`src/rtl/hazard_pkg.sv`:
```
// Shared encodings for the multi-cycle hazard unit: forward-mux selects and
// the multi-cycle controller state type.
package hazard_pkg;

  localparam logic [1:0] FWD_RF  = 2'b00;
  localparam logic [1:0] FWD_WB  = 2'b01;
  localparam logic [1:0] FWD_MEM = 2'b10;

  typedef enum logic {
    IDLE = 1'b0,
    BUSY = 1'b1
  } mcState_t;

endpackage

```
`src/rtl/mc_stall_ctrl.sv`:
```
// Multi-cycle execute controller: holds an op in E for MC_LAT cycles,
// freezing its countdown while the data memory is stalling the pipe.
module mc_stall_ctrl #(
  parameter int MC_LAT = 4
) (
  input  logic clk,
  input  logic reset_n,
  input  logic MultiCycleE,
  input  logic memStall,
  output logic mcStall,
  output logic McBusy
);
  import hazard_pkg::*;

  localparam bit         MC_EN    = (MC_LAT > 1);
  localparam logic [7:0] CNT_INIT = (MC_LAT > 1) ? 8'(MC_LAT - 2) : 8'd0;

  mcState_t   state_r;
  mcState_t   stateNext_s;
  logic [7:0] cnt_r;
  logic [7:0] cntNext_s;

  // State and countdown registers
  always_ff @(posedge clk or negedge reset_n) begin
    if (!reset_n) begin
      state_r <= IDLE;
      cnt_r   <= 8'd0;
    end else begin
      state_r <= stateNext_s;
      cnt_r   <= cntNext_s;
    end
  end

  // Next-state and stall request; the cycle with cnt==0 is the op's last in E
  always_comb begin
    stateNext_s = state_r;
    cntNext_s   = cnt_r;
    mcStall     = 1'b0;
    case (state_r)
      IDLE: begin
        if (MC_EN && MultiCycleE && !memStall) begin
          mcStall     = 1'b1;
          stateNext_s = BUSY;
          cntNext_s   = CNT_INIT;
        end else begin
          mcStall     = 1'b0;
        end
      end
      BUSY: begin
        if (memStall) begin
          mcStall     = 1'b0;
        end else if (cnt_r != 8'd0) begin
          mcStall     = 1'b1;
          cntNext_s   = cnt_r - 8'd1;
        end else begin
          stateNext_s = IDLE;
        end
      end
      default: begin
        stateNext_s = IDLE;
        cntNext_s   = 8'd0;
      end
    endcase
  end

  assign McBusy = (state_r == BUSY);

endmodule

```
`src/rtl/hazard_unit_mc.sv`:
```
// Five-stage pipeline hazard unit: E-stage forwarding, prioritised
// stall/flush generation and saturating stall/flush event counters.
module hazard_unit_mc #(
  parameter int REG_AW   = 4,
  parameter int ZERO_REG = 1,
  parameter int MC_LAT   = 4,
  parameter int CNT_W    = 16
) (
  input  logic              clk,
  input  logic              reset_n,
  input  logic [REG_AW-1:0] Rs1D,
  input  logic [REG_AW-1:0] Rs2D,
  input  logic [REG_AW-1:0] Rs1E,
  input  logic [REG_AW-1:0] Rs2E,
  input  logic [REG_AW-1:0] RdE,
  input  logic [REG_AW-1:0] RdM,
  input  logic [REG_AW-1:0] RdW,
  input  logic              RegWriteE,
  input  logic              RegWriteM,
  input  logic              RegWriteW,
  input  logic              LoadE,
  input  logic              MultiCycleE,
  input  logic              PCSrcE,
  input  logic              MemAccessM,
  input  logic              MemReadyM,
  output logic              StallF,
  output logic              StallD,
  output logic              StallE,
  output logic              StallM,
  output logic              FlushD,
  output logic              FlushE,
  output logic              FlushM,
  output logic              FlushW,
  output logic [1:0]        ForwardAE,
  output logic [1:0]        ForwardBE,
  output logic              McBusy,
  output logic [CNT_W-1:0]  StallCount,
  output logic [CNT_W-1:0]  FlushCount
);
  import hazard_pkg::*;

  localparam logic [CNT_W-1:0] CNT_MAX = {CNT_W{1'b1}};
  localparam logic [CNT_W-1:0] CNT_ONE = {{(CNT_W-1){1'b0}}, 1'b1};

  logic memStall_s;
  logic mcStall_s;
  logic lwStall_s;
  logic flushAccept_s;

  // Register 0 is only special when it is hardwired to zero
  function automatic logic nz(input logic [REG_AW-1:0] r);
    return (ZERO_REG == 0) || (r != {REG_AW{1'b0}});
  endfunction

  function automatic logic [1:0] fwdSel(input logic [REG_AW-1:0] rs);
    if (rs == RdM && RegWriteM && nz(rs))      return FWD_MEM;
    else if (rs == RdW && RegWriteW && nz(rs)) return FWD_WB;
    else                                       return FWD_RF;
  endfunction

  assign ForwardAE  = fwdSel(Rs1E);
  assign ForwardBE  = fwdSel(Rs2E);
  assign memStall_s = MemAccessM & ~MemReadyM;
  // A taken branch makes the D instruction wrong-path, so no load-use stall
  assign lwStall_s  = LoadE & RegWriteE & nz(RdE) &
                      ((Rs1D == RdE) | (Rs2D == RdE)) & ~PCSrcE;

  mc_stall_ctrl #(.MC_LAT(MC_LAT)) u_mc (
    .clk         (clk),
    .reset_n     (reset_n),
    .MultiCycleE (MultiCycleE),
    .memStall    (memStall_s),
    .mcStall     (mcStall_s),
    .McBusy      (McBusy)
  );

  // Priority resolution; a memory wait freezes E so a pending branch re-asserts later
  always_comb begin
    StallF        = 1'b0;
    StallD        = 1'b0;
    StallE        = 1'b0;
    StallM        = 1'b0;
    FlushD        = 1'b0;
    FlushE        = 1'b0;
    FlushM        = 1'b0;
    FlushW        = 1'b0;
    flushAccept_s = 1'b0;
    if (memStall_s) begin
      StallF = 1'b1;
      StallD = 1'b1;
      StallE = 1'b1;
      StallM = 1'b1;
      FlushW = 1'b1;
    end else if (mcStall_s) begin
      StallF = 1'b1;
      StallD = 1'b1;
      StallE = 1'b1;
      FlushM = 1'b1;
    end else if (PCSrcE) begin
      FlushD        = 1'b1;
      FlushE        = 1'b1;
      flushAccept_s = 1'b1;
    end else if (lwStall_s) begin
      StallF = 1'b1;
      StallD = 1'b1;
      FlushE = 1'b1;
    end else begin
      flushAccept_s = 1'b0;
    end
  end

  // Saturating performance counters
  always_ff @(posedge clk or negedge reset_n) begin
    if (!reset_n) begin
      StallCount <= {CNT_W{1'b0}};
      FlushCount <= {CNT_W{1'b0}};
    end else begin
      if (StallF && (StallCount != CNT_MAX)) StallCount <= StallCount + CNT_ONE;
      if (flushAccept_s && (FlushCount != CNT_MAX)) FlushCount <= FlushCount + CNT_ONE;
    end
  end

endmodule

```
`config.mk`:
```
export PLATFORM = sky130hd
export DESIGN_NAME = hazard_unit_mc
export DESIGN_NICKNAME = d
export VERILOG_FILES = /design/src/rtl/hazard_pkg.sv /design/src/rtl/mc_stall_ctrl.sv /design/src/rtl/hazard_unit_mc.sv
export SDC_FILE = /design/constraint.sdc
export NUM_CORES = 1
export LEC_CHECK = 0
export CAP_MARGIN = 30
export CORE_ASPECT_RATIO = 0.6
export CORE_UTILIZATION = 49
export CTS_CLUSTER_DIAMETER = 60
export DETAILED_ROUTE_END_ITERATION = 6
export PLACE_DENSITY = 0.88
export SYNTH_ARGS = -nofsm -noshare
export SYNTH_HDL_FRONTEND = slang
export SYNTH_HIERARCHICAL = 1
export SYNTH_SLANG_ARGS = --single-unit
```
`constraint.sdc`:
```
create_clock -name clk -period 6.5 [get_ports clk]
set_clock_uncertainty 0.2 [all_clocks]
set_input_delay 1.3 -clock clk [delete_from_list [all_inputs] [get_ports clk]]
set_output_delay 1.3 -clock clk [all_outputs]
set_load 0.03 [all_outputs]
```
==> summary.md <==
| Metric | Value |
|---|---|
| RSZ-0062 raised after global routing | `false` |
| Mapped Cells | `roughly 240` |
| Synth Area in Adders | `about 2.1%` |
| Vias per inst | `roughly 5.5` |
| # port buffers | `a little over 80` |
| Detail-routed net length per standard cell | `15.2 µm` |
| Post-CTS Resized | `0` |
| Post-Layout Inst Area | `roughly 3300 µm²` |
| Max-slew violations | `0` |
| Top_reg_cell synth | `dfrtp_1` |
| CTS tree | `yes` |
| Yosys reg bits | `41` |
| F_max | `~180 MHz` |
| WS Path Type | `in2out` |
| First-pass DRT Iterations | `4` |
| Sequential share of the synthesized area | `between 40% and 50%` |
| XOR/XNOR share of the synthesized area | `approximately 19%` |
| Dpl hpwl | `between 4000 and 5000 µm` |
| DRT iter0 DRCs | `83` |
| Critical path's slowest cell | `clkdlybuf4s50_1` |
| Post-synthesis mux area share | `between 1 and 1.5%` |
| Avg Inst Size Synth | `9.99 µm²` |
| Initial antenna violation count | `0` |
| Most frequent cells in the layout | `clkdlybuf4s50_1, dfrtp_1, xnor2_1` |
| GRT Total Usage | `25.2%` |
| Share of cells above drive strength 1 | `under 10%` |
| First-pass GRT wire length | `9890 µm` |
| Most common cell after layout, fill and taps aside | `clkdlybuf4s50_1` |
| Crit path DAT | `approximately 4.0 ns` |
| Critical path data required time | `roughly 5 ns` |
| Combinational power share | `43.9%` |
| Int Pwr | `between 0.5 and 0.6 mW` |
| Type of origin of the critical path | `primary input` |
| Post-CTS Hold Buffers | `0` |
| Post-synth cell types | `38` |
| Pin count of the biggest net entering global routing | `42` |
| Sw frac | `around two fifths` |
| YS warnings | `6` |
| Critical Path End Type | `output port` |
| Final period utilization | `a little over four fifths` |
| Die height | `between 50 and 60 µm` |
| # IOs | `between 80 and 90` |
| Clock share of power | `about 16%` |
| Nets@finish | `approximately 360` |
| Mapped cell area | `approximately 2400 µm²` |
| CTS sink count | `41` |
| Max IR drop VDD | `0.221 mV` |
| Setup TNS | `0 ns` |
| Final number of setup-violating endpoints | `0` |
| Largest family of logic cells by synthesized area | `simple AND/OR/NAND/NOR gates` |
| CP Max Fanout | `11` |
| Net Sw Power | `~0.42 mW` |
| Hold Path Cell Cnt | `1` |
| Worst reg2reg path depth | `10` |
| Clk_lat worst skew | `about 0.29 ns` |
| Post-DP Area | `3220 µm²` |
| Number of routed nets with antenna violations | `0` |
| GPL Wtd Cong | `0.885` |
| Gr ovfl total | `0` |
| MaxCap Viol Count | `0` |
| Asr flop ratio synth | `100%` |
| Core Rows | `19` |
| Diode count | `0` |
| Num CTS Buffers | `5` |
| Clock Path Buffers | `2` |
| Run status | `complete, no violations` |
| Cell Pwr Density | `between 300 and 400 nW/µm²` |
| Post CTS Setup Buffer Count | `0` |
| Starting Density | `between 50 and 60%` |
| Routed WL | `5830 µm` |
| Slew headroom | `39.7%` |
| Min Tclk post-route | `between 5 and 6 ns` |
| Vias in the first global route | `between 2000 and 2500` |
| Post-synth EDFFs | `0` |
| Leakage power total | `1.32 nW` |
| Area growth, synth to finish | `40.3%` |
| Hold crit path type | `reg2reg` |
| Core area | `around 4600 µm²` |
| Final Hold Violating Endpoints | `0` |
| Worst-Margin Slew | `between 0.9 and 1 ns` |
| Clk slew on worst S/H paths | `around 0.090 ns` |
| CP peak stage delay | `about 0.69 ns` |
| Simple-gate share of the synthesized area | `23.4%` |
| Via Count | `between 2000 and 2500` |
| Die area | `just over 5000 µm²` |
| Clock root cell | `clkbuf_8` |
| Synth Net Count | `278` |
| Detailed-route DRC error count | `0` |
| Synth Area in Compound Gates | `8.22%` |
| Crit-path cells | `clkdlybuf4s50_1 -> nor2b_2 -> o21bai_1 -> a21o_1 -> inv_1 -> nor2_1 -> inv_1 -> a21oi_1 -> clkdlybuf4s50_1` |
| H-Tree Level Count | `2` |
| Die width | `just over 90 µm` |
| Flop pwr share | `between 30 and 40%` |
==> cell type report <==
type                       count  area, µm²
sequential                    41       1030
multi-input combinational    182       1270
clock inverter                 3       17.5
inverter                       9       33.8
tap                           63       78.8
fill                         325       1280
clock buffer                   5       68.8
timing repair buffer          82        816
==> cells in the mapped netlist, drive strengths merged (2+ instances only) <==
| master | instances | area, µm² |
|---|---|---|
| a211oi | 2 | 15.0 |
| a21oi | 10 | 50.1 |
| a31oi | 2 | 12.5 |
| a32oi | 2 | 36.3 |
| and3 | 7 | 45.1 |
| and4 | 3 | 26.3 |
| buf | 4 | 31.3 |
| dfrtp | 41 | 1030 |
| ha | 4 | 50.1 |
| inv | 9 | 33.8 |
| mux2 | 3 | 33.8 |
| nand2 | 13 | 48.8 |
| nand2b | 2 | 12.5 |
| nand3 | 16 | 80.1 |
| nand4 | 15 | 93.8 |
| nor2 | 14 | 52.6 |
| nor2b | 3 | 21.3 |
| nor3 | 12 | 60.1 |
| nor4 | 4 | 52.6 |
| o21ai | 7 | 35.0 |
| or3 | 5 | 31.3 |
| xnor2 | 37 | 324 |
| xor2 | 13 | 114 |
==> kinds of logic (layout without fill, tap and decap cells) <==
| kind of cell | after synthesis | count (layout) |
|---|---|---|
| AOI/OAI and AO/OA | 28 | 28 |
| DFF | 41 | 41 |
| buffers and inverters | 13 | 99 |
| muxes | 3 | 3 |
| adders and majority gates | 4 | 4 |
| and+or+nand+nor | 97 | 97 |
| xor gates and xnor gates | 50 | 50 |
==> flip-flops by register name, summed over array words and instances (netlist names) <==
signal       flops
FlushCount      16
StallCount      16
u_mc/cnt_r       8
u_mc/McBusy      1
==> per-stage QoR <==
step	setup WS, ns	util, %	power, mW	hold WS [ns]	cells
finish	0.976	72.1	1.02	0.301	385
global route	0.726	72.1	1.08	0.320	385
CTS	0.968	72.1	1.02	0.302	385
detailed placement	1.00	70.2	0.851	0.287	377
global placement	1.08	70.2	0.831	0.277	377
floorplan	1.62	-	0.670	0.272	236
==> routing by layer <==
layer	wire [µm]	vias up	global-route usage [%]
li1	-	1012	-
met1	2760	1001	35.6
met2	2610	82	37.6
met3	389	10	7.65
met4	79	0	7.03
met5	0	-	0
==> power groups by stage <==
stage	combinational (mW)	clock, mW	sequential [mW]
3_5_place_dp	0.446	0	0.405
3_3_place_gp	0.431	0	0.400
2_1_floorplan	0.202	0	0.468
4_1_cts	0.446	0.169	0.401
6_report	0.445	0.167	0.403
5_1_grt	0.478	0.182	0.416
==> critical path: cells and delay by family <==
kind / cells / cell delay, ns
AO/OA/AOI/OAI: 3 / 0.65
buffers and inverters: 4 / 1.35
AND/OR/NAND/NOR: 2 / 0.73
==> worst paths after layout <==
path	slack (ns)	start	to
min	0.30	FlushCount[9]$_DFFE_PN0P_	FlushCount[9]$_DFFE_PN0P_
max reg2reg	3.10	u_mc/cnt_r[1]$_DFFE_PN0P_	FlushCount[9]$_DFFE_PN0P_
max in group asynchronous	4.60	reset_n	FlushCount[1]$_DFFE_PN0P_
max	0.98	MemAccessM	FlushE
min reg2reg	0.30	FlushCount[9]$_DFFE_PN0P_	FlushCount[9]$_DFFE_PN0P_
min in group asynchronous	0.92	reset_n	StallCount[5]$_DFFE_PN0P_
Power figures use the tool's default switching activity.
